[src/rtl/elevator_pkg.sv]
// rtl/elevator_pkg.sv - shared state type and sizing helpers for the elevator car controller
package elevator_pkg;

    typedef enum logic [1:0] {
        ST_IDLE,
        ST_MOVE_UP,
        ST_MOVE_DOWN,
        ST_DOOR_OPEN
    } car_state_t;

    localparam int DEFAULT_NUM_FLOORS = 4;

    // Width needed to encode values 0..n-1, never less than one bit.
    function automatic int floor_w(input int n);
        return (n <= 2) ? 1 : $clog2(n);
    endfunction

endpackage

[src/rtl/elevator_car_timer.sv]
// rtl/elevator_car_timer.sv - loadable down-counter timing both travel and door dwell
module car_timer #(
    parameter int WIDTH = 3
) (
    input  logic             Clock,
    input  logic             Reset,
    input  logic             load,
    input  logic [WIDTH-1:0] load_value,
    output logic             expired
);

    logic [WIDTH-1:0] count;

    always_ff @(posedge Clock) begin
        if (Reset) begin
            count <= '0;
        end else if (load) begin
            count <= load_value;
        end else if (count != '0) begin
            count <= count - WIDTH'(1);
        end
    end

    assign expired = (count == '0);

endmodule

[src/rtl/elevator_car_ctrl.sv]
// rtl/elevator_car_ctrl.sv - single-car elevator controller with directional request scheduling
module elevator_car_ctrl
    import elevator_pkg::*;
#(
    parameter int NUM_FLOORS    = DEFAULT_NUM_FLOORS,
    parameter int TRAVEL_CYCLES = 8,
    parameter int DOOR_CYCLES   = 4,
    localparam int FLOOR_W      = floor_w(NUM_FLOORS)
) (
    input  logic                  Clock,
    input  logic                  Reset,
    input  logic [NUM_FLOORS-1:0] req,
    output logic [NUM_FLOORS-1:0] done,
    output logic [FLOOR_W-1:0]    cur_floor,
    output logic                  moving_up,
    output logic                  moving_down,
    output logic                  door_open
);

    localparam int TIMER_MAX = (TRAVEL_CYCLES > DOOR_CYCLES) ? TRAVEL_CYCLES : DOOR_CYCLES;
    localparam int TIMER_W   = floor_w(TIMER_MAX);

    car_state_t            state, state_next;
    logic                  dir_up, dir_next;
    logic [FLOOR_W-1:0]    floor_next;
    logic [NUM_FLOORS-1:0] done_next;
    logic                  any_above, any_below, here_req;
    logic                  timer_load, timer_expired;
    logic [TIMER_W-1:0]    timer_value;

    always_comb begin
        any_above = 1'b0;
        any_below = 1'b0;
        for (int i = 0; i < NUM_FLOORS; i++) begin
            if (i > int'(cur_floor)) any_above = any_above | req[i];
            if (i < int'(cur_floor)) any_below = any_below | req[i];
        end
        here_req = req[cur_floor];
    end

    // Timer is loaded with N-1 on entry so the state lasts exactly N cycles.
    always_comb begin
        state_next  = state;
        dir_next    = dir_up;
        floor_next  = cur_floor;
        done_next   = '0;
        timer_load  = 1'b0;
        timer_value = '0;
        case (state)
            ST_IDLE: begin
                if (here_req) begin
                    state_next             = ST_DOOR_OPEN;
                    done_next[cur_floor]   = 1'b1;
                    timer_load             = 1'b1;
                    timer_value            = TIMER_W'(DOOR_CYCLES - 1);
                end else if ((dir_up && any_above) || (!dir_up && !any_below && any_above)) begin
                    state_next  = ST_MOVE_UP;
                    dir_next    = 1'b1;
                    timer_load  = 1'b1;
                    timer_value = TIMER_W'(TRAVEL_CYCLES - 1);
                end else if (any_below) begin
                    state_next  = ST_MOVE_DOWN;
                    dir_next    = 1'b0;
                    timer_load  = 1'b1;
                    timer_value = TIMER_W'(TRAVEL_CYCLES - 1);
                end
            end
            ST_MOVE_UP: begin
                if (timer_expired) begin
                    state_next = ST_IDLE;
                    floor_next = cur_floor + FLOOR_W'(1);
                end
            end
            ST_MOVE_DOWN: begin
                if (timer_expired) begin
                    state_next = ST_IDLE;
                    floor_next = cur_floor - FLOOR_W'(1);
                end
            end
            ST_DOOR_OPEN: begin
                if (timer_expired) state_next = ST_IDLE;
            end
            default: state_next = ST_IDLE;
        endcase
    end

    always_ff @(posedge Clock) begin
        if (Reset) begin
            state     <= ST_IDLE;
            cur_floor <= '0;
            dir_up    <= 1'b1;
            done      <= '0;
        end else begin
            state     <= state_next;
            cur_floor <= floor_next;
            dir_up    <= dir_next;
            done      <= done_next;
        end
    end

    car_timer #(
        .WIDTH(TIMER_W)
    ) u_timer (
        .Clock     (Clock),
        .Reset     (Reset),
        .load      (timer_load),
        .load_value(timer_value),
        .expired   (timer_expired)
    );

    assign moving_up   = (state == ST_MOVE_UP);
    assign moving_down = (state == ST_MOVE_DOWN);
    assign door_open   = (state == ST_DOOR_OPEN);

endmodule

[config.mk]
export PLATFORM = sky130hd
export DESIGN_NAME = elevator_car_ctrl
export DESIGN_NICKNAME = d
export VERILOG_FILES = /design/src/rtl/elevator_pkg.sv /design/src/rtl/elevator_car_timer.sv /design/src/rtl/elevator_car_ctrl.sv
export SDC_FILE = /design/constraint.sdc
export NUM_CORES = 1
export LEC_CHECK = 0
export CAP_MARGIN = 30
export CORE_UTILIZATION = 49
export CTS_CLUSTER_DIAMETER = 150
export DETAILED_ROUTE_END_ITERATION = 8
export GPL_ROUTABILITY_DRIVEN = 1
export HOLD_SLACK_MARGIN = 0.03
export PLACE_DENSITY = 0.76
export SKIP_CTS_REPAIR_TIMING = 1
export SYNTH_ARGS = -nofsm -noshare
export SYNTH_HDL_FRONTEND = slang
export SYNTH_SLANG_ARGS = --single-unit
[constraint.sdc]
create_clock -name Clock -period 2.2 [get_ports Clock]
set_input_delay 0.66 -clock Clock [delete_from_list [all_inputs] [get_ports Clock]]
set_output_delay 0.66 -clock Clock [all_outputs]
set_load 0.005 [all_outputs]
# After elaboration in Yosys (flattened, before gate mapping)
# Index checks and enable logic that the tools add are counted.
dict set report word_totals {
  word_cells 77
  regBits 12
  in_bits 6
  output_inout_bits 9
}
dict set report classes {
  n_reduce_logical 18
  bitwise_logic 6
  magnitude_cmp 8
  n_mux 30
  n_addsub 3
  n_eq_ne 7
}
# operator n
set op_table {}
lappend op_table {{3-bit two-way mux} 6}
lappend op_table {{1-bit two-way mux} 14}
lappend op_table {{2-bit two-way mux} 6}
lappend op_table {{2-bit one-hot mux with 2 select lines} 2}
lappend op_table {{2-bit by 1-bit inequality test with 1-bit output, second input constant} 3}
lappend op_table {{3-bit AND reduction} 2}
lappend op_table {{2-bit nonzero test} 3}
lappend op_table {{3-bit OR reduction} 2}
lappend op_table {{2-bit == test, second input constant} 2}
lappend op_table {{2-bit > comparator, first input constant} 2}
lappend op_table {{1-bit logical AND} 4}
lappend op_table {{1-bit by 2-bit < comparator with 1-bit output, first input constant} 2}
lappend op_table {{4-bit inequality test, second input constant} 1}
lappend op_table {{1-bit bitwise OR} 4}
lappend op_table {{3-bit logical NOT} 1}
lappend op_table {{2-bit by 3-bit < comparator with 1-bit output, second input constant} 1}
lappend op_table {{3-bit nonzero test} 1}
lappend op_table {{3-bit by 1-bit subtractor with 3-bit output, second input constant} 1}
lappend op_table {{2-bit by 1-bit adder with 2-bit output, second input constant} 1}
lappend op_table {{1-bit binary-select mux with 2-bit select} 1}
lappend op_table {{1-bit demux with 2-bit select} 1}
lappend op_table {{2-bit by 1-bit == test with 1-bit output, second input constant} 1}
lappend op_table {{2-bit by 1-bit >= comparator with 1-bit output, second input constant} 1}
lappend op_table {{1-bit by 2-bit > comparator with 1-bit output, first input constant} 1}
lappend op_table {{7 further kinds} 9}

# Depth between registers and ports, before layout
# Gate-level depths: netlist of the first run.
dict set report depth {
  depth_word 14
  ltp_mapped 7
  mapped_depth_nobuf 7
}

# By module
# A second synthesis of the first run with hierarchy kept.
dict set report unflattened {
  hier_cells 91
  hier_area_um2 848.3
}
# module n_inst cells_per_inst area_per_inst_um2 seq_area_each_um2
set by_module_without_submodules {}
lappend by_module_without_submodules {elevator_car_ctrl 1 69 641.9 180.2}
lappend by_module_without_submodules {car_timer 1 22 206.4 60.1}

# Worst setup path before layout of the first run
# No wires, ideal clock.
dict set report synth_path {
  path_kind {register to register}
  startpoint {reg cur_floor[1]}
  endpoint {reg state[1]}
  slack_ns 0.168
  stages_incl_launch_ff 7
  arrival_time_ns 1.939
  path_buffers 0
  required_time_ns 2.108
  synth_period_minus_slack_ns 2.032
  setup_ns 0.092
  cell_sequence {dfxtp_1 -> inv_1 -> ha_1 -> and2_1 -> or3_2 -> o32a_1 -> o32ai_1}
}
dict set report synth_between {
  elab_chain_len 13
  elab_cells_between_ends 28
  cone_classes {order compare (6); eq/ne (1); mux (11); bitwise (4); reduce/logical (6)}
}
# item line_no
set synth_lines {}
lappend synth_lines {{start: declaration} elevator_car_ctrl.sv:14} ;# output logic [FLOOR_W-1:0] cur_floor,
lappend synth_lines {{start signal: assignment} elevator_car_ctrl.sv:95} ;# cur_floor <= floor_next;
lappend synth_lines {{1-bit by 2-bit < comparator with 1-bit output} elevator_car_ctrl.sv:36} ;# if (i < int'(cur_floor)) any_below = any_below | req[i];
lappend synth_lines {{1-bit two-way mux} elevator_car_ctrl.sv:36}
lappend synth_lines {{1-bit bitwise OR} elevator_car_ctrl.sv:36}
lappend synth_lines {{1-bit two-way mux} elevator_car_ctrl.sv:36}
lappend synth_lines {{1-bit bitwise OR} elevator_car_ctrl.sv:36}
lappend synth_lines {{1-bit two-way mux} elevator_car_ctrl.sv:36}
lappend synth_lines {{1-bit logical NOT} elevator_car_ctrl.sv:56} ;# end else if ((dir_up && any_above) || (!dir_up && !any_below && any_above)) begin
lappend synth_lines {{1-bit logical AND (2 in series)} elevator_car_ctrl.sv:56}
lappend synth_lines {{1-bit logical OR} elevator_car_ctrl.sv:56}
lappend synth_lines {{2-bit two-way mux} elevator_car_ctrl.sv:56}
lappend synth_lines {{2-bit two-way mux} elevator_car_ctrl.sv:51} ;# if (here_req) begin
lappend synth_lines {{2-bit one-hot mux with 2 select lines} elevator_car_ctrl.sv:49} ;# case (state)
lappend synth_lines {{end signal: assignment} elevator_car_ctrl.sv:94} ;# state <= state_next;
lappend synth_lines {{end: declaration} elevator_car_ctrl.sv:23} ;# car_state_t state, state_next;
# Parallel ways exist; a longest one is shown, timed or not. The select of a mux whose other input is x is not followed.
# A chain may end at the register's enable or synchronous reset.

# Worst setup path after layout of the first run
dict set report layout_path {
  startpoint {in req[3]}
  endpoint {reg state[0]}
}
dict set report layout_between {
  elab_chain_len 7
  elab_cells_between_ends 12
  cone_classes {eq/ne (1); mux (6); bitwise (1); reduce/logical (4)}
}
# item line_no
set layout_lines {}
lappend layout_lines {{start: declaration} elevator_car_ctrl.sv:12} ;# input logic [NUM_FLOORS-1:0] req,
lappend layout_lines {{1-bit bitwise OR} elevator_car_ctrl.sv:35} ;# if (i > int'(cur_floor)) any_above = any_above | req[i];
lappend layout_lines {{1-bit two-way mux} elevator_car_ctrl.sv:35}
lappend layout_lines {{1-bit logical AND} elevator_car_ctrl.sv:56}
lappend layout_lines {{1-bit logical OR} elevator_car_ctrl.sv:56}
lappend layout_lines {{2-bit two-way mux} elevator_car_ctrl.sv:56}
lappend layout_lines {{2-bit two-way mux} elevator_car_ctrl.sv:51}
lappend layout_lines {{2-bit one-hot mux with 2 select lines} elevator_car_ctrl.sv:49}
# Parallel ways exist; a longest one is shown, timed or not. The select of a mux whose other input is x is not followed.

==> impl_metrics.ini, run 1 <==
[placed_design]
numPortBuffers = 14
dpl_cell_area_um2 = 992
placedCellCount = 121
place_congestion = 0.788
hpwlAfterDp_um = 1250

[synthesis]
yosys_most_used_dff = dfxtp_1
synthMuxAreaShare_pct = 4.31
synth-seq-cells = 12
synth_xor_area_share_pct = 2.24
ys_seq_area_share_pct = 30.7
synth_top_family_by_area = adder cells
synth.distinct_cells = 31
ys_async_sr_fraction_pct = 0
synth_fa_ha_area_share_pct = 20.8
ys_warn_count = 0
synth_area_per_cell_um2 = 9.21
syn_nets = 104
synth_compound_area_share_pct = 18.1
syn_area_um2 = 783
synthCells = 85
synth_edf_count = 0
yosys.area_share.simple_pct = 17.7

[critical_path]
cp_cell_sequence = clkdlybuf4s50_1 -> mux4_2 -> or2_4 -> o32a_1 -> o32ai_2
arrival_ps = 2380
cp_max_fo = 3
cpMaxStageDelayCell = mux4_2
cp-end-kind = register
crit_type = in -> reg
critical_path_buf_inv_count = 1
cp_top_family = compound AO/OA/AOI/OAI gates
cpPeakStageDelay_ps = 490
cp-start-kind = primary input
crit_required_ps = 2390

[die]
rows = 14
core_area_um2 = 1510
dieWidth_um = 42.0
ios = 15
initial_utilization_pct = 52.0
die_area_um2 = 1760
fp.dieH_um = 42.0

[global_routing]
grt_pass1_vias = 653
overflow = 0
antenna_found_initial = 0
track_usage_pct = 21.6
grt_pass1_wl_um = 2860
grt_start_max_net_pins = 11

[route]
route.met2.wl_um = 813
wire_per_inst_um = 12.9
first_iter_violations = 8
dr.max_layer_used = met4
wl_met1_um = 737
ant_nets = 0
vias_per_cell = 5.23
drt_first_pass_iters = 2
finalWirelength_um = 1610
drcViolationCount = 0
wl_met3_um = 52
vias = 654

[finish]
fillCellCount = 124
stdcell_area_um2 = 1050
area_growth_pct = 34.5
drive_gt1_share_pct = 21.1
post-route-util_pct = 69.9
multi_input_area_um2 = 514
n_antenna_cell = 0
layout.nets = 129
seqCellArea_um2 = 240
stdcell_count = 125

[clock_network]
h-tree-depth = 1
clkTransAtPathRegs_ps = 80
cts.sinks = 12
cts_tree = done
clk_latency_ps = 280
clockRootBuffer = clkbuf_4
cts_made_buffers = 3
ctsLongestPathBuffers = 2

[pwr]
p_seq_share_pct = 25.6
leakage_nw = 0.485
total_power_mw = 1.25
p_int_uw = 766
switching_power_uw = 484
peakVddDrop_v = 0.000890
pwr-share-clk_pct = 14.5
switching_share_pct = 38.7
pwr-share-comb_pct = 59.9
p_per_area_nw_per_um2 = 1190

[sta]
clock_skew_ps = 1.65
grt_setup_unrepaired = true
clock.fmax_mhz = 457
min_period_over_period_pct = 99.5
hold_violations = 0
tightest_slew_ps = 397
fin_setup_tns_ps = 0
timing.slew.headroom_pct = 73.5
period_needed_ps = 2190
setup_violations = 0
slew_viol_final = 0

[job]
maxCapViolations = 0

[min_path]
hold_class = reg -> reg

[run_status]
status = finished clean
synthesized netlist by cell type, drive strengths merged, types with 2 or more instances:
cell type | number | area (µm²)
a21oi | 4 | 20.0
a221oi | 3 | 26.3
and2 | 6 | 37.5
dfxtp | 12 | 240
ha | 13 | 163
inv | 10 | 37.5
nand2 | 3 | 11.3
nor2 | 4 | 15.0
nor2b | 3 | 18.8
o21ai | 3 | 15.0
o31ai | 3 | 22.5
o32ai | 2 | 17.5
or3 | 2 | 13.8
worst register-to-register path: stages, from the launching register on:
cell	delay (ps)
dfxtp_1	340
inv_1	90
ha_1	180
and2_1	160
or3_2	520
o32a_1	350
o32ai_2	200
flip-flops by register name, indices dropped and copies added, names as in the netlist:
register       cells
dir_up             1
state              2
done               4
cur_floor          2
u_timer.count      3
routing by layer:
metal,global-route usage [%],vias up
met4,7.74,0
met3,6.47,2
met2,35.6,8
li1,-,347
met1,26.5,297
met5,0,-
area by class of cell:
cell class / count / area share (%)
timing repair buffer: 22 / 19.5
sequential: 12 / 22.8
tap: 16 / 1.90
clock buffer: 4 / 3.44
inverter: 10 / 3.56
multi-input combinational: 61 / 48.8
cells in the final DEF (no fill, tap or decap), types with 2 or more instances in the layout:
master,netlist,final
inv_2,0,2
a21oi_1,4,4
nor2_1,4,4
o21ai_0,3,3
nand2_1,3,3
dlymetal6s2s_1,0,2
o31ai_1,3,3
clkdlybuf4s50_1,0,12
o32ai_2,0,2
dfxtp_1,12,12
nor2b_1,3,3
clkbuf_4,0,3
and2_1,6,6
buf_4,1,8
inv_1,10,8
ha_1,13,12
a221oi_1,3,3
path summary, 6_finish.rpt:
| check | from | slack (ps) | end | depth (start not counted) |
|---|---|---|---|---|
| hold / removal | u_timer.count[2]$_SDFFE_PP0P_ | 560 | u_timer.count[2]$_SDFFE_PP0P_ | 2 |
| setup reg to reg | cur_floor[1]$_SDFFE_PP0P_ | 280 | state[0]$_SDFFE_PP0P_ | 6 |
| hold reg to reg | u_timer.count[2]$_SDFFE_PP0P_ | 560 | u_timer.count[2]$_SDFFE_PP0P_ | 2 |
| setup / recovery | req[3] | 10 | state[0]$_SDFFE_PP0P_ | 5 |
power by group through the flow:
stage | clock network [mW] | logic (mW) | registers, mW
after detailed placement | 0 | 0.708 | 0.321
final | 0.181 | 0.748 | 0.320
after floorplan | 0 | 0.465 | 0.328
after global routing | 0.198 | 0.849 | 0.328
after global placement | 0 | 0.691 | 0.320
after CTS | 0.186 | 0.713 | 0.318
stage by stage:
step | hold WS, ps | worst slack [ps]
2_1_floorplan | 524 | 168
3_3_place_gp | 543 | -207
3_5_place_dp | 549 | -256
4_1_cts | 566 | 42.1
5_1_grt | 607 | -51.7
6_report | 559 | 10.2
cell families after synthesis:
family,count (synthesis)
DFF,12
buffers and inverters,12
and+or+nand+nor,24
AOI/OAI and AO/OA,20
adders and majority gates,13
muxes,2
xor gates and xnor gates,2
Power figures use the tool's default switching activity.
==> run 2, diff against run 1 <==
- CORE_UTILIZATION: 49 -> 46
- PLACE_DENSITY: 0.76 -> 0.74
- SYNTH_HIERARCHICAL: not set -> 1
- clock period: 2.2 -> 1.95 ns (I/O delays scaled with it)
==> impl_metrics.ini, run 2 <==
[run_status]
status = complete, but fails checks
violations = setup timing

[route]
vias_per_cell = 5.09
first_iter_violations = 7
vias = 789
drt_first_pass_iters = 3
wire_per_inst_um = 13.7
ant_nets = 0
drcViolationCount = 0
finalWirelength_um = 2130

[pwr]
p_per_area_nw_per_um2 = 1410
pwr-share-clk_pct = 11.5
leakage_nw = 0.617
switching_share_pct = 40.2
total_power_mw = 1.85
p_int_mw = 1.10
peakVddDrop_v = 0.000879
switching_power_uw = 742
p_seq_share_pct = 21.8
pwr-share-comb_pct = 66.7

[critical_path]
arrival_ps = 2210
r2r_end = u_timer/count[1]$_SDFFE_PP0P_
endpoint = u_timer/count[1]$_SDFFE_PP0P_
r2r_slack_ps = -80
crit_type = reg -> reg
timing.rr.start = cur_floor[1]$_SDFFE_PP0P_
crit_required_ps = 2130
reg2regPathDepth = 7
cp-start-kind = register
critPathLaunch = cur_floor[1]$_SDFFE_PP0P_
cp_max_fo = 7
cp-end-kind = register

[clock_network]
cts_tree = done
clkTransAtPathRegs_ps = 90
cts.sinks = 12
clk_latency_ps = 290
cts_made_buffers = 3
clockRootBuffer = clkbuf_4
ctsLongestPathBuffers = 2
h-tree-depth = 1

[synthesis]
syn_nets = 109
synth_area_leaders = dfxtp_1 28%, ha_1 18%, inv_1 5.3%
yosys-top-cells-count = 12 x dfxtp_1, 12 x ha_1, 12 x inv_1, 6 x nor2b_1
synth.distinct_cells = 31
yosys.area.top_type_share_pct = 28.3
synth-seq-cells = 12
synth_area_per_cell_um2 = 9.32
ys_async_sr_fraction_pct = 0
synth_top_cell_by_area = dfxtp_1
synth_edf_count = 0
synthCells = 91
yosys_most_used_dff = dfxtp_1
syn_area_um2 = 848
ys_seq_area_share_pct = 28.3
ys_warn_count = 6

[die]
ios = 15
dieWidth_um = 44.9
fp.dieH_um = 44.9
die_area_um2 = 2020
core_area_um2 = 1730
rows = 15
initial_utilization_pct = 49.1

[finish]
drive_gt1_share_pct = 38.5
final_cell_mix = 20 x buf_4, 10 x inv_1, 8 x dfxtp_1, 8 x clkdlybuf4s50_1, 7 x ha_1
layout.nets = 149
multi_input_area_um2 = 616
layout_commonest_cell = buf_4
reg_top3 = done (4), u_timer/count (3)
fillCellCount = 129
seqCellArea_um2 = 248
stdcell_count = 155
area_growth_pct = 53.8
largest_reg_flops = 4
max_flop_register = done
n_antenna_cell = 0

[sta]
grt_setup_unrepaired = true
period_needed_ps = 2030
hold_violations = 0
clock.fmax_mhz = 492
setup_ws_ps = -81.4
slew_viol_final = 0
setup_violations = 1
tightest_slew_ps = 354
clock_skew_ps = 4.68
min_period_over_period_pct = 104
timing.slew.headroom_pct = 75.8

[placed_design]
place_congestion = 0.812
numPortBuffers = 14
hpwlAfterDp_um = 1340
placedCellCount = 143

[global_routing]
track_usage_pct = 20.3
overflow = 0
grt_util_met2_pct = 32.8
grt_most_used_layer = met2
grt_pass1_vias = 686
grt_start_max_net_pins = 11
use_met3_pct = 3.60
met1_usage_pct = 26.2
antenna_found_initial = 0
grt_pass1_wl_um = 2950

[job]
maxCapViolations = 0

[min_path]
hold_class = reg -> reg
-- run 2: metrics by stage --
stage	worst slack (ps)	instance area (µm²)	setup TNS, ps	hold slack [ps]	util, %
6_report	-81.4	1310	-81.4	499	75.6
5_1_grt	-132	1310	-224	528	75.6
4_1_cts	-256	1160	-833	513	67.1
3_3_place_gp	-463	1120	-2340	502	65.0
2_1_floorplan	-23.5	853	-63.7	470	-
3_5_place_dp	-549	1120	-2600	497	65.0
-- run 2: cell families after synthesis --
group | after synthesis | synth area share (%)
multiplexers | 3 | 5.31
AND/OR/NAND/NOR | 32 | 21.5
adder cells (fa/ha/maj) | 12 | 17.7
AO/OA/AOI/OAI | 19 | 20.8
XOR/XNOR | 1 | 1.03
flip-flops | 12 | 28.3
buffers and inverters | 12 | 5.31
-- run 2: layout make-up --
cell class                      count  share of cell area, %
Clock buffer                        4                   2.78
Inverter                           12                   3.74
Multi-Input combinational cell     67                   47.2
Sequential cell                    12                   19.0
Tap cell                           25                   2.40
Timing Repair Buffer               35                   24.9
-- run 2: critical path, stage by stage (launching register included) --
cell and delay [ps]:
dfxtp_4 400, inv_1 100, ha_2 190, a221o_1 360
o31ai_4 270, inv_2 120, nor2b_1 150, a2111oi_1 340
-- run 2: worst min path at each step --
stage | from | to | slack (ps) | depth (start not counted)
floorplan | state[0]$_SDFFE_PP0P_ | state[0]$_SDFFE_PP0P_ | 470 | 2
global placement | state[0]$_SDFFE_PP0P_ | state[0]$_SDFFE_PP0P_ | 500 | 2
detailed placement | state[0]$_SDFFE_PP0P_ | state[0]$_SDFFE_PP0P_ | 500 | 2
CTS | state[0]$_SDFFE_PP0P_ | state[0]$_SDFFE_PP0P_ | 510 | 2
global route | state[0]$_SDFFE_PP0P_ | state[0]$_SDFFE_PP0P_ | 530 | 2
finish | state[0]$_SDFFE_PP0P_ | state[0]$_SDFFE_PP0P_ | 500 | 2
-- run 2: per-layer routing --
metal	vias to the layer above	wire (µm)
met5	-	0
li1	399	-
met1	371	933
met2	15	1120
met3	4	40
met4	0	35
-- run 2: power by group through the flow --
stage,Clock [mW],Sequential [mW],Combinational [mW]
5_1_grt,0.226,0.412,1.34
4_1_cts,0.219,0.383,1.02
2_1_floorplan,0,0.384,0.658
3_5_place_dp,0,0.389,1.01
6_report,0.211,0.402,1.23
3_3_place_gp,0,0.386,0.993
==> run 3, diff against run 2 <==
- SKIP_LAST_GASP: not set -> 1
==> results of run 3 <==
Final layout, timing and power as in run 2 (identical DEF).
